File: src/rtl/up_down_counter_n.sv
// up_down_counter_n: modulo-MODULUS up/down counter with combinational terminal count and registered wrap pulse.
// Parallel load is present only when UP_DOWN_COUNTER_N_LOAD_EN is defined; otherwise LD and D are ignored.
module up_down_counter_n #(
  parameter int              WIDTH   = 3,
  parameter longint unsigned MODULUS = 8
) (
  input  logic             CP,
  input  logic             CR,
  input  logic             EN,
  input  logic             Up_Down,
  input  logic             LD,
  input  logic [WIDTH-1:0] D,
  output logic [WIDTH-1:0] Q,
  output logic             TC,
  output logic             CO
);
  localparam logic [WIDTH-1:0] MAX = WIDTH'(MODULUS - 1);
  localparam logic [WIDTH-1:0] ONE = WIDTH'(1);
  logic [WIDTH-1:0] count_next;
  logic [WIDTH-1:0] q_next;
  logic             co_next;
  always_comb begin
    count_next = Up_Down ? ((Q == MAX) ? '0 : Q + ONE) : ((Q == '0) ? MAX : Q - ONE);
    TC         = EN & (Up_Down ? (Q == MAX) : (Q == '0));
  end
`ifdef UP_DOWN_COUNTER_N_LOAD_EN
  // Out-of-range load values saturate so Q never leaves 0..MODULUS-1; loads never signal a wrap.
  always_comb begin
    q_next  = LD ? ((D > MAX) ? MAX : D) : (EN ? count_next : Q);
    co_next = ~LD & TC;
  end
`else
  logic unused_load;
  assign unused_load = ^{LD, D};
  always_comb begin
    q_next  = EN ? count_next : Q;
    co_next = TC;
  end
`endif
  always_ff @(posedge CP or posedge CR) begin
    if (CR) begin
      Q  <= '0;
      CO <= 1'b0;
    end else begin
      Q  <= q_next;
      CO <= co_next;
    end
  end
endmodule

File: config.mk
export PLATFORM = sky130hd
export DESIGN_NAME = up_down_counter_n
export DESIGN_NICKNAME = d
export VERILOG_FILES = /design/src/rtl/up_down_counter_n.sv
export SDC_FILE = /design/constraint.sdc
export NUM_CORES = 1
export LEC_CHECK = 0
export BUFFER_PORTS_ARGS = -buffer_cell sky130_fd_sc_hd__buf_2
export CAP_MARGIN = 20
export CORE_AREA = 8 8 45 47
export CTS_BUF_LIST = sky130_fd_sc_hd__clkbuf_8
export CTS_CLUSTER_SIZE = 30
export DETAILED_ROUTE_END_ITERATION = 16
export DIE_AREA = 0 0 53 55
export HOLD_SLACK_MARGIN = 0.03
export SLEW_MARGIN = 5
export SYNTH_ARGS = -nofsm -noshare
export SYNTH_HDL_FRONTEND = slang
export SYNTH_SLANG_ARGS = --single-unit
File: constraint.sdc
create_clock -name CP -period 1.1 [get_ports CP]
set_input_delay 0.055 -clock CP [delete_from_list [all_inputs] [get_ports CP]]
set_output_delay 0.055 -clock CP [all_outputs]
set_load 0.02 [all_outputs]
==> impl_metrics.env <==
export IMPL_dieArea_um2=2920
export IMPL_path_cells="inv_2, ha_4, nor2b_4, mux2i_2, nor2b_2, buf_6"
export IMPL_status="finished, violations left"
export IMPL_period_share_pct=129
export IMPL_cts_tree="built"
export IMPL_skew_ns=0.00200
export IMPL_dr_total_vias=251
export IMPL_layout_min_cycle_time_ns=1.41
export IMPL_required_ns=1.04
export IMPL_worst_pin_slew_ns=0.272
export IMPL_worstHoldStart="EN"
export IMPL_clockPowerShare_pct=20.9
export IMPL_start_kind="register"
export IMPL_n_antenna_cell=0
export IMPL_switching_share_pct=37.7
export IMPL_ys_types=15
export IMPL_die_w_um=53
export IMPL_routed_wl_um=723
export IMPL_num_nets_final=58
export IMPL_placed_area_um2=355
export IMPL_htree_levels=1
export IMPL_grt_ovfl_total=0
export IMPL_syn_inst=25
export IMPL_ys_seq_area_share_pct=40.0
export IMPL_p_int_uw=901
export IMPL_max_stage_delay_ns=0.43
export IMPL_slew_headroom_pct=81.7
export IMPL_finalSetupTns_ns=-0.774
export IMPL_gr_usage_all_layers_pct=5.53
export IMPL_path_class="reg -> out"
export IMPL_cp_top_family="flip-flops"
export IMPL_antenna_found_initial=0
export IMPL_cts_made_buffers=3
export IMPL_clk_pin_slew_worst_paths_ns=0.03
export IMPL_cts_buffer_depth=2
export IMPL_r2r_end="Q[2]$_DFFE_PP0P_"
export IMPL_drtIter0Drc=0
export IMPL_final_hold_viol_count=0
export IMPL_synth_nets=37
export IMPL_ys_ff_latch=4
export IMPL_fin_ws_ns=-0.314
export IMPL_p_sw_uw=545
export IMPL_portBuffers=8
export IMPL_postSynthAreaPerCell_um2=10.0
export IMPL_setup_viol=4
export IMPL_violations="negative setup slack"
export IMPL_cp_end_kind="primary output"
export IMPL_drt_pass1_iterations=1
export IMPL_drv_slew=0
export IMPL_syn_area_um2=250
export IMPL_areaGrowthSynthToFinish_pct=93.0
export IMPL_cap_viol_max_count=0
export IMPL_dp_hpwl_um=513
export IMPL_rrSetupSlack_ns=-0.27
export IMPL_hold_depth=2
export IMPL_fmax_ghz=0.707
export IMPL_cts_root_buf="clkbuf_8"
export IMPL_initial_utilization_pct=18.1
export IMPL_p_seq_share_pct=22.7
export IMPL_hold_class="in -> reg"
export IMPL_combPwrFrac_pct=56.4
export IMPL_r2r_cells=6
export IMPL_grt_pass1_vias=268
export IMPL_clock_latency_ns=0.21
export IMPL_drc=0
export IMPL_fin_util_pct=34.9
export IMPL_rows=14
export IMPL_vias_per_cell=4.18
export IMPL_core_area_um2=1380
export IMPL_fp_dieH_um=55
export IMPL_grt_pass1_wl_um=1120
export IMPL_ios=13
export IMPL_cts_sinks=4
export IMPL_gp_congestion=0.779
export IMPL_p_leak_nw=0.219
export IMPL_arrival_ns=1.36
export IMPL_ir_drop_mv=1.11
export IMPL_critPathMaxFanout=3
export IMPL_crit_buf_inv=2
export IMPL_cpMaxStageDelayCell="dfrtp_2"
export IMPL_wl_per_cell_um=12.1
export IMPL_yosysWarnings=0
export IMPL_critPathLaunch="Q[1]$_DFFE_PP0P_"
export IMPL_ant_nets=0
export IMPL_holdWs_ns=0.108
export IMPL_final_cell_mix="buf_2 (7), buf_4 (7), dfrtp_2 (3), ha_4 (3), clkbuf_8 (3)"
export IMPL_rsz0062_at_grt="true"
export IMPL_grt_max_degree=8
export IMPL_dpl_worst_slack_ns=-0.133
export IMPL_p_per_area_nw_per_um2=2990
export IMPL_layout_drive_gt1_share_pct=70.5
export IMPL_final_area_um2=483
export IMPL_r2r_start="Q[1]$_DFFE_PP0P_"
export IMPL_hold_end="Q[0]$_DFFE_PP0P_"
synthesized netlist by cell type (all sizes together):
cell    number  area [µm²]
nor3b        1        7.51
nor4         1        6.26
dfrtp        4         100
a21oi        1        5.00
xor2         1        8.76
o22ai        1        6.26
ha           4        50.1
nand2        1        3.75
nor2         1        3.75
inv          3        11.3
mux2i        1        10.0
nor3         1        5.00
nand4b       1        8.76
o21ai        1        5.00
nor2b        3        18.8
worst max path at each step:
stage	endpoint	slack, ns	depth (start not counted)
after CTS	TC	-0.32	6
after global placement	TC	-0.12	5
after detailed placement	TC	-0.13	5
final	TC	-0.31	6
after global routing	TC	-0.38	6
after floorplan	CO$_DFF_PP0_	-0.12	5
worst register-to-register path: stages (launching register included):
cell     delay, ns
dfrtp_2       0.40
inv_2         0.07
buf_4         0.13
buf_4         0.12
ha_1          0.18
nor4_1        0.27
nor3_1        0.09
flip-flops by register name (all words and copies together), names as in the netlist:
register / flops
CO: 1
Q: 3
per-layer routing:
layer  share of wire, %  vias to the layer above  track usage (%)
met4                  0                        0             2.59
met3                 12                        0             4.55
met2                 48                       12             8.20
met1                 39                      115             5.50
met5                  0                        -                0
li1                   -                      124                -
power by group through the flow:
stage	Sequential, mW	Clock, mW	Combinational (mW)
after global routing	0.342	0.323	0.894
after global placement	0.302	0	0.593
after CTS	0.323	0.310	0.725
after floorplan	0.381	0	0.299
after detailed placement	0.305	0	0.604
final	0.328	0.302	0.816
layout make-up:
| cell class | count | area [µm²] |
|---|---|---|
| fillers | 151 | 901 |
| inverters | 3 | 11.3 |
| multi-input cells | 18 | 198 |
| clock buffers | 3 | 41.3 |
| flip-flops and latches | 4 | 104 |
| repair buffers | 16 | 109 |
| well taps | 16 | 20.0 |
cells by family (layout without fill, tap and decap cells):
logic type                 after synthesis  after routing  share of synthesized area, %
buffers and inverters                    3             22                          4.50
muxes                                    1              1                          4.00
xor gates and xnor gates                 1              1                          3.50
DFF                                      4              4                          40.0
and+or+nand+nor                          9              9                          21.5
adders and majority gates                4              4                          20.0
AOI/OAI and AO/OA                        3              3                          6.50
metrics by stage:
step / cells / total power [mW]
2_1_floorplan: 25 / 0.680
3_3_place_gp: 51 / 0.896
3_5_place_dp: 51 / 0.910
4_1_cts: 57 / 1.36
5_1_grt: 60 / 1.56
6_report: 60 / 1.45
timing repair:
item	in CTS	in global routing
endpoints found under the setup margin	4	5
setup buffers	2	3
hold buffers	1	0
pin swaps	1	0
endpoints found under the hold margin	4	0
gates resized for setup	4	4
Note: power is estimated with default switching activity, not from simulation.
